## src/rtl/riscv_pkg.sv

```systemverilog
// Shared types and constants for the instruction decode queue.
// The entry layout is fixed here; the queue's ADDR_W/SEQ_W defaults track these values.
package riscv_pkg;

    localparam int IDQ_ADDR_W = 32;
    localparam int IDQ_SEQ_W  = 64;
    localparam int IDQ_DATA_W = 32;

    // Keeps the low half of a word; a compressed instruction lives in [15:0].
    localparam logic [31:0] C_HI_MASK = 32'h0000_FFFF;

    typedef struct packed {
        logic [IDQ_SEQ_W-1:0]  seq;
        logic [IDQ_ADDR_W-1:0] addr;
        logic [IDQ_DATA_W-1:0] data;
        logic                  defined;
        logic                  compressed;
    } idq_entry_t;

endpackage

```

## src/rtl/riscv_decode.sv

```systemverilog
// Lightweight RV32I/RVC classifier.
// Flags 16-bit encodings and recognises the base major opcodes.
module riscv_decode (
    input  logic [31:0] instr,
    output logic        defined,
    output logic        compressed
);

    // Only the low half and the major opcode fields take part in classification.
    logic unused_hi;
    assign unused_hi = ^instr[31:16];

    always_comb begin
        compressed = (instr[1:0] != 2'b11);
        defined    = 1'b0;
        if (compressed) begin
            // The all-zero halfword is the architecturally illegal instruction.
            defined = (instr[15:0] != 16'h0000);
        end else begin
            case (instr[6:0])
                7'b0110111, 7'b0010111, 7'b1101111,
                7'b1100011, 7'b0000011, 7'b0100011,
                7'b0010011, 7'b0110011, 7'b0001111,
                7'b1110011: defined = 1'b1;
                7'b1100111: defined = (instr[14:12] == 3'b000);
                default:    defined = 1'b0;
            endcase
        end
    end

endmodule

```

## src/rtl/riscv_idq.sv

```systemverilog
// Decode queue between fetch and execute: decodes, sequence-tags and buffers
// up to DEPTH instructions behind valid/ready handshakes, with a pipeline flush.
module riscv_idq
    import riscv_pkg::*;
#(
    parameter int DEPTH  = 4,
    parameter int ADDR_W = IDQ_ADDR_W,
    parameter int SEQ_W  = IDQ_SEQ_W
) (
    input  logic                   clock,
    input  logic                   reset,
    input  logic                   flush,
    input  logic                   ifu_vld,
    output logic                   ifu_rdy,
    input  logic [ADDR_W-1:0]      ifu_addr,
    input  logic [31:0]            ifu_data,
    output logic                   idu_vld,
    input  logic                   idu_rdy,
    output logic [SEQ_W-1:0]       idu_seq,
    output logic [ADDR_W-1:0]      idu_addr,
    output logic [31:0]            idu_data,
    output logic                   idu_defined,
    output logic                   idu_compressed,
    output logic [$clog2(DEPTH):0] idu_count
);

    localparam int PTR_W = $clog2(DEPTH);
    localparam int CNT_W = PTR_W + 1;

    // Handshakes: a transfer happens on a rising edge where valid and ready are
    // both high; ready never depends on the same-side valid, and an offered
    // valid with its payload is held by the producer until it is accepted.

    logic [PTR_W-1:0] wr_ptr_q, wr_ptr_d;
    logic [PTR_W-1:0] rd_ptr_q, rd_ptr_d;
    logic [CNT_W-1:0] cnt_q, cnt_d;
    logic [SEQ_W-1:0] seq_ctr_q, seq_ctr_d;
    idq_entry_t       mem_q [DEPTH];
    idq_entry_t       entry_d;
    idq_entry_t       head;
    logic             dec_defined;
    logic             dec_compressed;
    logic             push;
    logic             pop;

    riscv_decode u_decode (
        .instr      (ifu_data),
        .defined    (dec_defined),
        .compressed (dec_compressed)
    );

    assign ifu_rdy = (cnt_q != CNT_W'(DEPTH)) & ~flush;
    assign idu_vld = (cnt_q != '0);
    assign push    = ifu_vld & ifu_rdy;
    assign pop     = idu_vld & idu_rdy;

    always_comb begin
        wr_ptr_d           = wr_ptr_q;
        rd_ptr_d           = rd_ptr_q;
        cnt_d              = cnt_q;
        seq_ctr_d          = seq_ctr_q;
        entry_d            = '0;
        entry_d.seq        = seq_ctr_q;
        entry_d.addr       = ifu_addr;
        entry_d.data       = dec_compressed ? (ifu_data & C_HI_MASK) : ifu_data;
        entry_d.defined    = dec_defined;
        entry_d.compressed = dec_compressed;
        // The sequence counter survives a flush so tags stay unique afterwards.
        if (flush) begin
            wr_ptr_d = '0;
            rd_ptr_d = '0;
            cnt_d    = '0;
        end else begin
            if (push) begin
                wr_ptr_d  = wr_ptr_q + 1'b1;
                seq_ctr_d = seq_ctr_q + 1'b1;
            end
            if (pop) begin
                rd_ptr_d = rd_ptr_q + 1'b1;
            end
            case ({push, pop})
                2'b10:   cnt_d = cnt_q + 1'b1;
                2'b01:   cnt_d = cnt_q - 1'b1;
                default: cnt_d = cnt_q;
            endcase
        end
    end

    always_ff @(posedge clock or posedge reset) begin
        if (reset) begin
            wr_ptr_q  <= '0;
            rd_ptr_q  <= '0;
            cnt_q     <= '0;
            seq_ctr_q <= '0;
        end else begin
            wr_ptr_q  <= wr_ptr_d;
            rd_ptr_q  <= rd_ptr_d;
            cnt_q     <= cnt_d;
            seq_ctr_q <= seq_ctr_d;
        end
    end

    // Storage carries no reset; an empty queue masks it at the outputs.
    always_ff @(posedge clock) begin
        if (push) begin
            mem_q[wr_ptr_q] <= entry_d;
        end
    end

    assign head           = idu_vld ? mem_q[rd_ptr_q] : '0;
    assign idu_seq        = head.seq;
    assign idu_addr       = head.addr;
    assign idu_data       = head.data;
    assign idu_defined    = head.defined;
    assign idu_compressed = head.compressed;
    assign idu_count      = cnt_q;

endmodule

```

## config.mk

```make
export PLATFORM = sky130hd
export DESIGN_NAME = riscv_idq
export DESIGN_NICKNAME = d
export VERILOG_FILES = /design/src/rtl/riscv_pkg.sv /design/src/rtl/riscv_decode.sv /design/src/rtl/riscv_idq.sv
export SDC_FILE = /design/constraint.sdc
export NUM_CORES = 1
export LEC_CHECK = 0
export ABC_AREA = 1
export BUFFER_PORTS_ARGS = -buffer_cell sky130_fd_sc_hd__buf_2
export CAP_MARGIN = 5
export CORE_MARGIN = 1
export CORE_UTILIZATION = 61
export CTS_CLUSTER_DIAMETER = 150
export DETAILED_ROUTE_END_ITERATION = 8
export GPL_ROUTABILITY_DRIVEN = 0
export PLACE_DENSITY = 0.87
export SKIP_LAST_GASP = 1
export SYNTH_ARGS = -nofsm -noshare
export SYNTH_HDL_FRONTEND = slang
export SYNTH_SLANG_ARGS = --single-unit
```

## constraint.sdc

```tcl
create_clock -name clock -period 11.7 [get_ports clock]
set_input_delay 1.17 -clock clock [delete_from_list [all_inputs] [get_ports clock]]
set_output_delay 1.17 -clock clock [all_outputs]
set_load 0.01 [all_outputs]
```

==> key figures, run 1 <==
Status
  – Outcome: finished clean

Clock network
  – CTS sink count: 591
  – Clk buf depth: 3
  – Clock transition at path regs: 60 ps
  – Clock buffer count from CTS: 57
  – CTS tree: yes
  – Post-CTS sizing: 0
  – Root Driver: clkbuf_16
  – Hold_buf cts: 0
  – Worst-Skew Late Latency: 620 ps
  – H-Tree Depth: 2
  – # Post-CTS Setup Buffers: 0

Floorplanning
  – Initial Utilization: 62.1%
  – Die ar.: 41400 um2
  – Die Ht: 204 um
  – Num rows: 73
  – Placeable Area: about 40000 um2
  – Io pins: 204
  – DIE WIDTH: 204 um

Layout
  – Nets: 2520
  – Commonest cells after routing, fill and taps aside: nor2_1, edfxtp_1, o21ai_0
  – Layout area overhead: 13.9%
  – Finished Core Util: 70.7%
  – Share of cells above drive strength 1: 14.0%
  – Design Area, Final: between 20000 and 30000 um2
  – Post-route insts no fill: 3023
  – Most common cell after layout, fill and taps aside: nor2_1

Critical path
  – Start of the worst register-to-register path: idu_count[0]
  – Worst EP required: 10530 ps
  – Crit Path Class: flop to primary output
  – Crit Path Max Fanout: between 150 and 200
  – Crit path DAT: between 4000 and 5000 ps
  – CP endpoint kind: primary output
  – CP startpoint kind: flop
  – Worst R2R Path Depth: 6
  – Flop-to-flop setup slack: 7760 ps
  – Reg2reg end: mem_q[2][90]

Synth
  – YS warnings: 0
  – Post-synthesis simple-gate area fraction: 16.3%
  – Post-synthesis compound-gate area fraction: 8.69%
  – Netlist cell types: 33
  – Mux share of post-synthesis cell area: 0%
  – Syn avg cell area: 10.9 um2
  – Asr flop ratio synth: between 10% and 20%
  – Top_reg_cell synth: edfxtp_1
  – Register area share after synthesis: 70.2%
  – Post-synth EDFFs: 520
  – FF+latch count, synth: 591
  – Top cells by area, synth: edfxtp_1, nor2_1, dfrtp_1, o21ai_0, nand2_1
  – Yosys top cell by area: edfxtp_1
  – XOR/XNOR Fraction of Synth Area: 1.34%
  – Largest family of logic cells by synthesized area: simple AND/OR/NAND/NOR gates
  – Net Count, Synth: 2350
  – Syn Inst Count: 2275
  – Area share of fa/ha/maj cells after synthesis: 0.333%
  – Top-area cell type share of the netlist area: 63.0%
  – Synthesized area: roughly 25000 um2

Power and ir drop
  – Sw frac: 29.4%
  – Max VDD drop: 0.145 mV
  – Combinational power share: 19.0%
  – Clock share of power: 35.4%
  – Pwr per Cell Area: 197 nW/um2
  – Switch Pwr: 1.63 mW
  – Sequential power share: 45.6%
  – Internal: around 3.9 mW
  – P_leak: 10.5 nW
  – Final Power: 5.55 mW

Route
  – Antenna viol nets, final: 0
  – Pre-antenna DRT Iters: 6
  – WL met3: ~5 mm
  – Via count: 17600
  – DRC: 0
  – Wire length on met2: 28.8 mm
  – Routed WL: 58.5 mm
  – Max Used Layer: met4
  – DRC marker count from the first detailed-route iteration: 1727
  – Wl on met1: 22.9 mm
  – WL/cell: 19.4 um
  – Drt via density: 5.81

STA
  – Least-Margin Pin Slew: 1120 ps
  – Clock Skew: 27.1 ps
  – Post-layout worst setup margin: 6480 ps
  – Hold Vio Cnt, Final: 0
  – Slew headroom: 25.4%
  – Setup TNS: 0 ps
  – Final number of setup-violating endpoints: 0
  – Unrepaired setup endpoints after global routing: no
  – Final Max Slew Viols: 0
  – Tmin final: 5220 ps
  – Worst hold margin: 580 ps
  – Max Freq: 0.191 GHz
  – Fin crit share: 44.7%

GRT
  – Overall Global Routing Usage: about 28%
  – Vias in the first global route: 17000
  – First-pass GRT wire length: approximately 90 mm
  – Antenna violations before repair: 0
  – Gr ovfl total: 0
  – Largest net degree at the start of global routing: 195

Placed design
  – Placed cell area: approximately 26000 um2
  – Post-DP HPWL: between 30 and 40 mm
  – Setup WS pre-CTS: 7060 ps
  – Cell Count Post-Placement: 2911
  – Port bufs: 203

Run
  – MaxCap Viol Count: 0

Worst hold path
  – Worst Hold End: wr_ptr_q[0]
  – Hold path cells: 1
  – Worst Hold Launch: wr_ptr_q[0]
  – Worst hold path type: flop to flop
synth_stat cells, drive strengths merged, types with 7 or more instances:
| master | count |
|---|---|
| nor2 | 690 |
| edfxtp | 520 |
| xnor2 | 7 |
| xor2 | 30 |
| dfrtp | 71 |
| inv | 87 |
| a21oi | 136 |
| clkbuf | 55 |
| o21ai | 289 |
| nand2 | 271 |
| nand3 | 26 |
| nand4 | 13 |
| buf | 53 |
| nor3 | 13 |
cells by family (layout without fill, tap and decap cells):
family	Yosys count	after routing
simple gates	1017	1017
flops	591	591
compound gates	428	428
buf+inv	196	415
xor+xnor	37	37
fa+ha+maj	6	6
other cells	0	4
worst max-delay path by stage:
stage,startpoint,end,cells after the start
5_1_grt,rd_ptr_q[0],idu_data[24],5
6_report,rd_ptr_q[0],idu_data[5],5
3_5_place_dp,flush,mem_q[2][13],6
3_3_place_gp,flush,mem_q[2][17],6
4_1_cts,rd_ptr_q[0],idu_data[24],5
2_1_floorplan,flush,mem_q[0][0],5
layer usage:
metal  vias to the layer above  global-route usage [%]
met3                       161                    4.73
met5                         -                       0
met2                       920                    47.6
met1                      8390                    37.0
met4                         0                    10.8
li1                       8107                       -
critical path, cell delays in order (launching register included):
cell and delay (ps):
dfrtp_4 770, inv_6 860, buf_4 780, o21ai_0 250, a21oi_1 330, buf_2 200
area by class of cell:
class                           instances  area (um2)
Clock inverter                         45         543
Tap cell                              525         657
Fill cell                            2587       11700
Multi-Input combinational cell       1488        6650
Timing Repair Buffer                  219        1150
Inverter                               88         338
Sequential cell                       591       17400
Antenna cell                            4        10.0
Clock buffer                           63        1490
flip-flops by register name, indices dropped and copies added (netlist names):
name and flops:
mem_q 520, seq_ctr_q 64, idu_count 3, rd_ptr_q 2
wr_ptr_q 2
power by group through the flow:
| stage | Sequential, mW | Combinational, mW | Clock (mW) |
|---|---|---|---|
| 2_1_floorplan | 2.53 | 0.667 | 0 |
| 3_3_place_gp | 2.57 | 1.01 | 0 |
| 3_5_place_dp | 2.58 | 1.04 | 0 |
| 4_1_cts | 2.53 | 1.05 | 1.99 |
| 5_1_grt | 2.54 | 1.15 | 2.07 |
| 6_report | 2.53 | 1.05 | 1.97 |
(Power assumes the default switching activity.)
==> inputs of run 2 (changes only) <==
Settings changed: ABC_AREA 1 to 0, CORE_UTILIZATION 61 to 59, PLACE_DENSITY 0.87 to 0.85.
Clock period 11.7 ns to 5.25 ns, I/O delays scaled along.
==> run 2 against run 1 <==
  * Via count is 33% lower
  * Global-route usage is 4.3 points lower
  * Hold slack worse by 500 ps
  * Non-clock buffer count is 2 lower
  * Synthesized area is 6.3% lower
  * Combinational power grew to 3.2 times the previous value
  * Critical path type unchanged
  * Critical endpoint is now idu_data[18]
  * Highest routed layer unchanged
==> key figures, run 2 <==
Layout
  – Commonest cells after routing, fill and taps aside: edfxtp_1, buf_2, and2_1
  – Layout area overhead: 14.9%
  – Multi-input logic area: 5560 um2
  – Filler Cell Count: 2372
  – FF+latch area: 17400 um2
  – Most common cell after layout, fill and taps aside: edfxtp_1
  – Nets: 1477
  – Design Area, Final: 26700 um2
  – Top reg by flops: mem_q
  – Share of cells above drive strength 1: 31.6%
  – Max FFs per register: 520

Floorplanning
  – Io pins: about 200
  – Die ar.: 40200 um2
  – DIE WIDTH: 200 um
  – Initial Utilization: 60.0%
  – Die Ht: 200 um
  – Num rows: 72
  – Placeable Area: about 39000 um2

STA
  – Hold Vio Cnt, Final: 0
  – Max Freq: between 0.2 and 0.3 GHz
  – Post-layout worst setup margin: 1730 ps
  – Clock Skew: ~27 ps
  – Least-Margin Pin Slew: approximately 1100 ps
  – Worst hold margin: 76.7 ps
  – Tmin final: roughly 3500 ps
  – Setup TNS: 0 ps
  – Slew headroom: between 20% and 30%
  – Unrepaired setup endpoints after global routing: no
  – Fin crit share: 67.1%
  – Final Max Slew Viols: 0
  – Final number of setup-violating endpoints: 0

GRT
  – Vias in the first global route: around 12000
  – Antenna violations before repair: 3
  – Largest net degree at the start of global routing: 100
  – First-pass GRT wire length: between 70 and 80 mm
  – Gr ovfl total: 0
  – Overall Global Routing Usage: 23.9%

Synth
  – Top-count cell post-synth: edfxtp_1
  – Synthesized area: 23200 um2
  – Syn avg cell area: between 15 and 20 um2
  – Net Count, Synth: 1258
  – Syn Inst Count: 1183
  – FF+latch count, synth: between 500 and 600
  – Netlist cell types: 44
  – Yosys top cell by area: edfxtp_1
  – Top-area cell type share of the netlist area: between 60% and 70%
  – Asr flop ratio synth: 12.0%
  – Register area share after synthesis: 74.8%
  – Post-synth EDFFs: 520
  – YS warnings: 0
  – Most common library cells after synthesis: edfxtp_1, and2_1, mux4_2, dfrtp_1, xor2_1
  – Top cells by area, synth: edfxtp_1, mux4_2, dfrtp_1, and2_1, xor2_1
  – Top_reg_cell synth: edfxtp_1

Clock network
  – Clock buffer count from CTS: 57
  – Hold_buf cts: 0
  – CTS sink count: ~590
  – Root Driver: clkbuf_16
  – Post-CTS sizing: 0
  – Worst-Skew Late Latency: 620 ps
  – Clock transition at path regs: 60 ps
  – Clk buf depth: 3
  – H-Tree Depth: 2
  – CTS tree: yes
  – # Post-CTS Setup Buffers: 0

Critical path
  – Crit path DAT: about 3000 ps
  – CP endpoint kind: primary output
  – Worst-path cell chain: buf_12 > mux4_2 > and2_1 > buf_2
  – Reg2reg end: seq_ctr_q[54]
  – Flop-to-flop setup slack: ~2600 ps
  – Worst EP required: around 4700 ps
  – CP startpoint kind: flop
  – Start of the worst register-to-register path: seq_ctr_q[32]
  – CP max-delay cell: dfrtp_4
  – Crit Path Class: flop to primary output
  – Worst R2R Path Depth: 5
  – Crit Path Max Fanout: 53
  – Slowest cell delay on critical path: around 940 ps

Placed design
  – Post-DP HPWL: 25.6 mm
  – Setup WS pre-CTS: 2250 ps
  – Port bufs: around 200
  – Placed cell area: 24900 um2

Route
  – Routed WL: 47.0 mm
  – Via count: 11700
  – DRC: 0
  – WL/cell: 23.8 um
  – Pre-antenna DRT Iters: 5
  – Drt via density: 5.95
  – Antenna viol nets, final: 0
  – DRC marker count from the first detailed-route iteration: 865

Run
  – MaxCap Viol Count: 0

Power and ir drop
  – Pwr per Cell Area: 487 nW/um2
  – Max VDD drop: 0.357 mV
  – P_leak: a little over 9 nW

Status
  – Outcome: finished clean

Worst hold path
  – Worst hold path type: input port to asynchronous set/reset pin
run 2: changes by cell type after synthesis, sizes merged, moves of 14 or more:
cell	change
nor2	-664
o21ai	-288
nand2	-245
a21oi	-136
and2	+131
mux4	+130
inv	-71
buf	-32
and3	+24
clkbuf	-19
xnor2	+18
nor3	+15
nor4	+14
xor2	+14
run 2: cell type report:
class | count | share of cell area (%)
Clock buffer | 78 | 5.82
Antenna cell | 4 | 0.0375
Sequential cell | 591 | 65.1
Tap cell | 518 | 2.43
Multi-Input combinational cell | 519 | 20.8
Timing Repair Buffer | 217 | 4.48
Inverter | 16 | 0.225
Clock inverter | 29 | 1.04
run 2: cell families after synthesis:
| family | share of synthesized area (%) |
|---|---|
| mux | 12.7 |
| fa+ha+maj | 0.355 |
| simple gates | 7.95 |
| compound gates | 0.231 |
| buf+inv | 1.34 |
| flops | 74.8 |
| xor+xnor | 2.60 |
run 2: worst max path at each step:
stage	cells past startpoint	slack, ps	startpoint	to
finish	4	1730	rd_ptr_q[0]	idu_data[18]
global route	4	1540	rd_ptr_q[0]	idu_data[2]
CTS	4	1640	rd_ptr_q[0]	idu_addr[10]
detailed placement	4	2250	flush	mem_q[3][47]
global placement	4	2300	flush	mem_q[3][47]
floorplan	3	710	idu_count[0]	mem_q[0][0]
run 2: per-layer routing:
metal  global-route usage [%]  share of wire [%]  vias up
li1                         -                  -     5081
met1                     31.2                 39     6137
met2                     41.1                 52      440
met3                     4.51                7.0       70
met4                     7.72                2.1        0
met5                        0                  0        -
run 2: critical path: cells and delay by family (launching register included):
family	cells	cell delay (ps)
buffers and inverters	2	580
muxes	1	600
DFF	1	940
and+or+nand+nor	1	180
run 2: power by group:
part	internal [mW]	switching, mW	leakage [nW]
clock network	2.28	1.70	0.896
registers	5.51	0.215	5.39
logic	1.47	1.84	2.98
run 2: per-stage QoR:
stage | instances | util (%) | power (mW)
final | 1972 | 68.9 | 13.0
after CTS | 1968 | 68.9 | 13.2
after floorplan | 1183 | - | 7.84
after global routing | 1970 | 68.9 | 13.5
after global placement | 1861 | 64.2 | 9.08
after detailed placement | 1861 | 64.2 | 9.15
